--- src/rtl/player_pkg.sv ---
// Shared types and constants for the player movement block.
// Direction bit order matches the dir port: {up, down, left, right}.
package player_pkg;

   localparam int DIR_UP    = 3;
   localparam int DIR_DOWN  = 2;
   localparam int DIR_LEFT  = 1;
   localparam int DIR_RIGHT = 0;

   // Bit i set means player i starts on the right / bottom edge.
   localparam logic [3:0] CORNER_RIGHT  = 4'b0110;
   localparam logic [3:0] CORNER_BOTTOM = 4'b1010;

   typedef logic signed [10:0] coord_t;
   typedef logic signed [11:0] wide_t;

endpackage

--- src/rtl/player_step.sv ---
// One player's next position: signed step per axis, clamped to the visible area.
// clamped flags any requested axis that hit an edge.
module player_step
   import player_pkg::*;
#(
   parameter int HACTIVE  = 800,
   parameter int VACTIVE  = 600,
   parameter int SPRITE_W = 32,
   parameter int SPRITE_H = 32,
   parameter int STEP     = 1
) (
   input  coord_t     pos_x,
   input  coord_t     pos_y,
   input  logic [3:0] dir,
   output coord_t     cand_x,
   output coord_t     cand_y,
   output logic       clamped
);

   localparam wide_t XMAX = wide_t'(HACTIVE - SPRITE_W);
   localparam wide_t YMAX = wide_t'(VACTIVE - SPRITE_H);

   wide_t nx, ny;
   logic  req_x, req_y, clx, cly;

   always_comb begin
      req_x = dir[DIR_RIGHT] ^ dir[DIR_LEFT];
      req_y = dir[DIR_DOWN] ^ dir[DIR_UP];
      nx    = wide_t'(pos_x);
      ny    = wide_t'(pos_y);
      if (req_x) nx = dir[DIR_RIGHT] ? nx + wide_t'(STEP) : nx - wide_t'(STEP);
      if (req_y) ny = dir[DIR_DOWN]  ? ny + wide_t'(STEP) : ny - wide_t'(STEP);

      clx    = 1'b0;
      cly    = 1'b0;
      cand_x = coord_t'(nx);
      cand_y = coord_t'(ny);
      if (nx < 0) begin
         cand_x = '0;
         clx    = 1'b1;
      end else if (nx > XMAX) begin
         cand_x = coord_t'(XMAX);
         clx    = 1'b1;
      end
      if (ny < 0) begin
         cand_y = '0;
         cly    = 1'b1;
      end else if (ny > YMAX) begin
         cand_y = coord_t'(YMAX);
         cly    = 1'b1;
      end
      clamped = clx | cly;
   end

endmodule

--- src/rtl/player_mover.sv ---
// Moves NPLAYERS sprites once every DIV frames from level-sensitive direction inputs.
// Define PLAYER_COLLISION_EN to reject moves whose box would overlap another player.
module player_mover
   import player_pkg::*;
#(
   parameter int NPLAYERS = 2,
   parameter int HACTIVE  = 800,
   parameter int VACTIVE  = 600,
   parameter int SPRITE_W = 32,
   parameter int SPRITE_H = 32,
   parameter int STEP     = 1,
   parameter int DIV      = 1
) (
   input  logic                      clk,
   input  logic                      reset_n,
   input  logic                      EOF,
   input  logic [NPLAYERS-1:0][3:0]  dir,
   output coord_t [NPLAYERS-1:0]     pos_x,
   output coord_t [NPLAYERS-1:0]     pos_y,
   output logic [NPLAYERS-1:0]       blocked,
   output logic                      upd
);

   localparam int     CW   = (DIV > 1) ? $clog2(DIV) : 1;
   localparam coord_t XMAX = coord_t'(HACTIVE - SPRITE_W);
   localparam coord_t YMAX = coord_t'(VACTIVE - SPRITE_H);

   logic          eof_q, tick, upd_edge;
   logic [CW-1:0] cnt;

   coord_t [NPLAYERS-1:0] cand_x, cand_y;
   logic   [NPLAYERS-1:0] clamped, reject;

   assign tick     = EOF & ~eof_q;
   assign upd_edge = tick && (cnt == CW'(DIV - 1));

   always_ff @(posedge clk or negedge reset_n) begin
      if (!reset_n) begin
         eof_q <= 1'b0;
         cnt   <= '0;
         upd   <= 1'b0;
      end else begin
         eof_q <= EOF;
         upd   <= upd_edge;
         if (tick) cnt <= upd_edge ? '0 : cnt + CW'(1);
      end
   end

   for (genvar i = 0; i < NPLAYERS; i++) begin : g_player
      player_step #(
         .HACTIVE (HACTIVE),
         .VACTIVE (VACTIVE),
         .SPRITE_W(SPRITE_W),
         .SPRITE_H(SPRITE_H),
         .STEP    (STEP)
      ) u_step (
         .pos_x  (pos_x[i]),
         .pos_y  (pos_y[i]),
         .dir    (dir[i]),
         .cand_x (cand_x[i]),
         .cand_y (cand_y[i]),
         .clamped(clamped[i])
      );

      always_ff @(posedge clk or negedge reset_n) begin
         if (!reset_n) begin
            pos_x[i]   <= CORNER_RIGHT[i]  ? XMAX : '0;
            pos_y[i]   <= CORNER_BOTTOM[i] ? YMAX : '0;
            blocked[i] <= 1'b0;
         end else if (upd_edge) begin
            if (!reject[i]) begin
               pos_x[i] <= cand_x[i];
               pos_y[i] <= cand_y[i];
            end
            blocked[i] <= clamped[i] | reject[i];
         end
      end
   end

`ifdef PLAYER_COLLISION_EN
   function automatic logic overlap(int ax, int ay, int bx, int by);
      return (ax < bx + SPRITE_W) && (bx < ax + SPRITE_W) &&
             (ay < by + SPRITE_H) && (by < ay + SPRITE_H);
   endfunction

   // A stationary player has no move to reject, so it never picks up blocked here.
   always_comb begin
      reject = '0;
      for (int i = 0; i < NPLAYERS; i++) begin
         for (int j = 0; j < NPLAYERS; j++) begin
            if (i != j && ((cand_x[i] != pos_x[i]) || (cand_y[i] != pos_y[i]))) begin
               if (overlap(int'($signed(cand_x[i])), int'($signed(cand_y[i])),
                           int'($signed(pos_x[j])),  int'($signed(pos_y[j]))) ||
                   overlap(int'($signed(cand_x[i])), int'($signed(cand_y[i])),
                           int'($signed(cand_x[j])), int'($signed(cand_y[j]))))
                  reject[i] = 1'b1;
            end
         end
      end
   end
`else
   assign reject = '0;
`endif

endmodule

--- config.mk ---
export PLATFORM = sky130hd
export DESIGN_NAME = player_mover
export DESIGN_NICKNAME = d
export VERILOG_FILES = /design/src/rtl/player_pkg.sv /design/src/rtl/player_step.sv /design/src/rtl/player_mover.sv
export SDC_FILE = /design/constraint.sdc
export NUM_CORES = 1
export LEC_CHECK = 0
export CAP_MARGIN = 0
export CORE_ASPECT_RATIO = 0.7
export CORE_MARGIN = 2
export CORE_UTILIZATION = 57
export CTS_BUF_LIST = sky130_fd_sc_hd__clkbuf_16
export CTS_CLUSTER_DIAMETER = 80
export CTS_CLUSTER_SIZE = 12
export DETAILED_ROUTE_END_ITERATION = 8
export DONT_BUFFER_PORTS = 1
export PLACE_DENSITY = 0.77
export REMOVE_ABC_BUFFERS = 1
export SYNTH_ARGS = -nofsm -noshare
export SYNTH_HDL_FRONTEND = slang
export SYNTH_SLANG_ARGS = --single-unit
--- constraint.sdc ---
create_clock -name clk -period 6.6 [get_ports clk]
set_clock_uncertainty 0.05 [all_clocks]
set_input_delay 0.99 -clock clk [delete_from_list [all_inputs] [get_ports clk]]
set_output_delay 0.99 -clock clk [all_outputs]
set_load 0.01 [all_outputs]
-- Word-level counts from Yosys, hierarchy flattened
Cells that the tools add are included.
- add/sub/neg operators: 9
- order comparisons: 8
- mux-type cells: 25
- bitwise operators: 9
- reduce and logical (&&, ||, !) cells: 1
- operators with widths (cell ; number):
    12-bit 2-to-1 mux ; 8
    11-bit 2-to-1 mux ; 8
    11-bit by 2-bit adder with 12-bit output, second input constant ; 4
    12-bit by 11-bit > comparator with 1-bit output, second input constant ; 4
    12-bit by 1-bit less-than comparator with 1-bit output, second input constant ; 4
    11-bit by 2-bit subtractor with 12-bit output, second input constant ; 4
    1-bit 2-to-1 mux ; 9
    1-bit XOR ; 4
    1-bit NOT ; 2
    1-bit bitwise OR ; 2
    1-bit adder, second input constant ; 1
    1-bit bitwise AND ; 1
    1-bit logical AND ; 1
- flip-flop bits (word level): 49
- bits of input ports: 11
- output and inout bits: 47
- word-level logic and storage cells: 61

-- Depth between registers and ports, before layout
- depth in word-level cells: 7
- depth in mapped cells: 13
- mapped depth without buffers: 10

-- Modules after synthesis
From an unflattened synthesis, not the netlist that was laid out.
- cells, all modules: 592
- area, all modules: 5247.5 um^2
- by module, submodules not included (module ; times used ; cells each ; area an instance (um^2) ; sequential area each (um^2)):
    player_mover ; 1 ; 103 ; 1828.0 ; 1233.7
    player_step at g_player[1].u_step ; 1 ; 249 ; 1744.2 ; 0.0
    player_step at g_player[0].u_step ; 1 ; 240 ; 1675.4 ; 0.0

-- Least setup slack after synthesis
Ideal clock, no wire load.
- path type: input port to flip-flop
- start point: in dir[6] in the netlist's numbering
- end point: reg blocked[1]
- arrival: 3.375 ns
- slack: 3.049 ns
- stages: 10
- buffers on the path: 0
- cells stage by stage: inv_1 ha_1 nor2b_4 o311a_4 and3b_1 o32ai_2 o2111ai_2 o31ai_4 nand3_2 o32a_1
- longest elaborated chain between the ends: 6
- RTL lines (what ; line ; text):
    from (decl) ; player_mover.sv:17 ; input logic [NPLAYERS-1:0][3:0] dir,
    12-bit 2-to-1 mux or 1-bit XOR (tied branches) ; player_step.sv:32, player_step.sv:28 ;
    12-bit 2-to-1 mux (*) ; player_step.sv:32 ; if (req_y) ny = dir[DIR_DOWN] ? ny + wide_t'(STEP) : ny - wide_t'(STEP);
    12-bit by 11-bit > comparator with 1-bit output ; player_step.sv:48 ; end else if (ny > YMAX) begin
    1-bit 2-to-1 mux ; player_step.sv:48 ;
    1-bit 2-to-1 mux (*) ; player_step.sv:45 ; if (ny < 0) begin
    1-bit bitwise OR (*) ; player_step.sv:52 ; clamped = clx | cly;
    to (signal, indexed assignment) ; player_mover.sv:75 ; blocked[i] <= clamped[i] | reject[i];
    to (decl) ; player_mover.sv:20 ; output logic [NPLAYERS-1:0] blocked,
Every way passes the cells marked *; elsewhere a longest branch is shown, timed or not.
A chain may end at the register's enable or synchronous reset.

-- Worst setup path in the final report
- start point: in dir[4] in the netlist's numbering
- end point: reg pos_x[11] in the netlist's numbering
- longest elaborated chain between the ends: 5
- RTL lines (what ; line ; text):
    12-bit 2-to-1 mux or 1-bit XOR (tied branches) ; player_step.sv:31, player_step.sv:27 ;
    12-bit 2-to-1 mux (*) ; player_step.sv:31 ; if (req_x) nx = dir[DIR_RIGHT] ? nx + wide_t'(STEP) : nx - wide_t'(STEP);
    12-bit by 11-bit > comparator with 1-bit output ; player_step.sv:41 ; end else if (nx > XMAX) begin
    11-bit 2-to-1 mux ; player_step.sv:41 ;
    11-bit 2-to-1 mux (*) ; player_step.sv:38 ; if (nx < 0) begin
    to (signal, indexed assignment) ; player_mover.sv:67 ; pos_x[i] <= CORNER_RIGHT[i] ? XMAX : '0;
    to (signal, indexed assignment) ; player_mover.sv:72 ; pos_x[i] <= cand_x[i];
    to (decl) ; player_mover.sv:18 ; output coord_t [NPLAYERS-1:0] pos_x,
Marks and branches as above.

==> run_results.csv <==
group,metric,value,unit
outcome,status,"completed",
cts,post_cts_buffers,0,
die,fp-row-count,26,
die,die_w,110,microns
routing,drc_errors,0,
synthesis,synth.distinct_cells,72,
setup_path,worstPathCellList,"inv_1 > fa_1 > a21o_1 > a21oi_1 > xnor2_1 > o41ai_1 > nand4b_1 > o211a_1 > o21ai_1 > mux2_2",
cts,ctsHoldBuffers,0,
global_route,grtUsageTotal,0.275,
cts,cts.sinks,49,
pwr,p_per_area,444,nW/um^2
die,fp.dieH,77.9,microns
layout,area_delta_synth_final,5.56,%
placement,post-place-cells,594,
routing,num_vias,4134,
die,core-area,7420,sq um
routing,drt_iter0_drc,328,
setup_path,crit-reg2reg-launch,"pos_x[11]$_DFFE_PN0P_",
layout,diodes,0,
setup_path,cp-end-kind,"register",
global_route,grt_max_degree,50,
placement,gp_congestion,0.914,
global_route,antenna_found_initial,0,
die,start_util,0.600,
sta,hold_ws,0.339,ns
sta,period_share,0.556,
layout,stdcell_area,4700,sq um
cts,cts_max_path_buffers,2,
setup_path,crit_buf_inv,1,
sta,maxSlewViolCount,0,
synthesis,ys_warn_count,0,
setup_path,critPathLaunch,"dir[4]",
placement,numPortBuffers,0,
setup_path,arrival,3.85,ns
pwr,pwr-share-comb,0.566,
synthesis,synth_flop_cell,"dfrtp_1",
sta,fmax,0.273,GHz
cts,h-tree-depth,2,
flow_run,maxCapViolations,0,
synthesis,synth-seq-cells,49,
synthesis,synth.yosys.seq_area_share,0.277,
setup_path,crit_family,"compound AO/OA/AOI/OAI gates",
global_route,overflow,0,
layout,finalNetCount,558,
setup_path,cp_max_fo,11,
synthesis,synthCells,507,
pwr,p_switching,0.000988,W
cts,cts.reportedPaths.clkPinSlew,0.07,ns
layout,drive_gt1_frac,0.0794,
setup_path,cp_data_required_time,6.78,ns
routing,wl_per_cell,19.0,microns
pwr,power_frac_seq,0.297,
pwr,p_sw_frac,0.473,
routing,antenna_left,0,
synthesis,synth_area_per_cell,8.78,sq um
global_route,grt_pass1_wl,19200,microns
pwr,ir_worst_vdd,0.200,mV
setup_path,critPathLaunchType,"input pin",
placement,place_area,4540,sq um
cts,numCtsBuffers,5,
sta,hold_viol_final,0,
pwr,p_int,0.00110,W
setup_path,critical-path-max-stage-delay,0.53,ns
cts,post_cts_resized,0,
sta,setup_violations,0,
cts,clock_latency,0.29,ns
setup_path,crit_type,"in -> reg",
global_route,grt_pass1_vias,3835,
synthesis,synth_edf_count,0,
layout,final_cells,602,
worst_hold_path,hold_class,"in -> async",
cts,cts_tree,"done",
pwr,leakagePower,2.09,nW
pwr,p_clk_frac,0.137,
die,dieArea,8540,sq um
placement,dpl.hpwl,8580,microns
synthesis,synth_area,4450,sq um
sta,worst_pin_slew,1.18,ns
routing,routed_wl,11500,microns
synthesis,async_flop_share,1.00,
routing,vias_per_cell,6.87,
sta,fin_crit,3.67,ns
sta,rsz0062_at_grt,"false",
routing,first_pass_iters,5,
sta,relSlewSlack,0.212,
setup_path,crit_slowest_cell,"fa_1",
die,ios,58,
sta,fin_setup_tns,0,ns
cts,ctsRootBufferMaster,"clkbuf_16",
worst reg2reg max path: stages, from the launching register on:
cell      delay [ns]
dfrtp_1         0.48
fa_1            0.48
a21o_1          0.19
a21oi_1         0.18
xnor2_1         0.11
o41ai_1         0.47
nand4b_1        0.18
o211a_1         0.30
o21ai_1         0.46
mux2_2          0.25
cells in the final DEF, fill, tap and decap left out, drive strengths merged, types with 8 or more instances in the layout:
| master | count |
|---|---|
| a211oi | 9 |
| a21o | 8 |
| a21oi | 36 |
| a22o | 21 |
| and3 | 9 |
| dfrtp | 43 |
| ha | 40 |
| inv | 18 |
| nand2 | 45 |
| nand2b | 10 |
| nand3 | 11 |
| nor2 | 37 |
| nor3 | 12 |
| nor4 | 8 |
| o21a | 9 |
| o21ai | 31 |
| o31ai | 11 |
| xnor2 | 17 |
| xor2 | 11 |
power groups by stage:
stage | sequential [W] | combinational (W) | clock [W]
2_1_floorplan | 0.000564 | 0.000944 | 0
3_3_place_gp | 0.000619 | 0.00111 | 0
3_5_place_dp | 0.000622 | 0.00115 | 0
4_1_cts | 0.000618 | 0.00115 | 0.000287
5_1_grt | 0.000638 | 0.00131 | 0.000302
6_report | 0.000621 | 0.00118 | 0.000286
layer usage:
metal / share of wire / routed length, microns / global-route usage / up-vias
li1: - / - / - / 1937
met1: 0.47 / 5430 / 0.419 / 2001
met2: 0.43 / 4980 / 0.413 / 186
met3: 0.084 / 966 / 0.0487 / 10
met4: 0.0068 / 78 / 0.0392 / 0
met5: 0 / 0 / 0 / -
final timing paths:
| kind | endpoint | slack (ns) | depth (start not counted) |
|---|---|---|---|
| worst max-delay path | pos_x[11]$_DFFE_PN0P_ | 2.93 | 10 |
| worst min-delay path | pos_x[17]$_DFFE_PN0P_ | 0.34 | 0 |
| worst max register to register | pos_x[11]$_DFFE_PN0P_ | 3.40 | 9 |
| worst min register to register | cnt$_DFFE_PN0P_ | 0.43 | 1 |
| max in group asynchronous | pos_y[20]$_DFFE_PN1P_ | 5.96 | 0 |
| min in group clk | cnt$_DFFE_PN0P_ | 0.43 | 1 |
synth_stat cells, types with 11 or more instances:
cell,instances,area (sq um)
xnor2_1,17,149
inv_1,17,63.8
ha_1,40,500
xor2_1,11,96.3
a21oi_1,35,175
dfrtp_1,43,1080
o21ai_0,28,140
nor3_1,12,60.1
nor2_1,37,139
a22o_1,21,184
nand2_1,45,169
sequential cells by signal, indices dropped and copies added (netlist names):
| name | cells |
|---|---|
| upd | 1 |
| blocked | 2 |
| eof_q | 1 |
| cnt | 1 |
| pos_x | 22 |
| pos_y | 22 |
per-stage QoR:
step / power [W] / utilization / worst slack, ns
2_1_floorplan: 0.00151 / - / 3.03
3_3_place_gp: 0.00173 / 0.612 / 2.76
3_5_place_dp: 0.00177 / 0.612 / 2.71
4_1_cts: 0.00206 / 0.634 / 2.97
5_1_grt: 0.00225 / 0.634 / 2.72
6_report: 0.00209 / 0.634 / 2.93
layout make-up:
type	count	area, sq um
clock buffer	5	125
clock inverter	3	37.5
fill	647	2720
inverter	17	63.8
multi-input combinational	428	3100
sequential	49	1230
tap	98	123
timing repair buffer	2	15.0
logic make-up (layout without fill, tap and decap cells):
family,Yosys count,in the layout,share of synthesized area
flops,49,49,0.277
fa+ha+maj,44,44,0.130
simple gates,169,169,0.196
buf+inv,30,27,0.0261
compound gates,183,183,0.305
xor+xnor,28,28,0.0551
mux,4,4,0.0101
No activity file was read; power rests on OpenSTA's default activity.
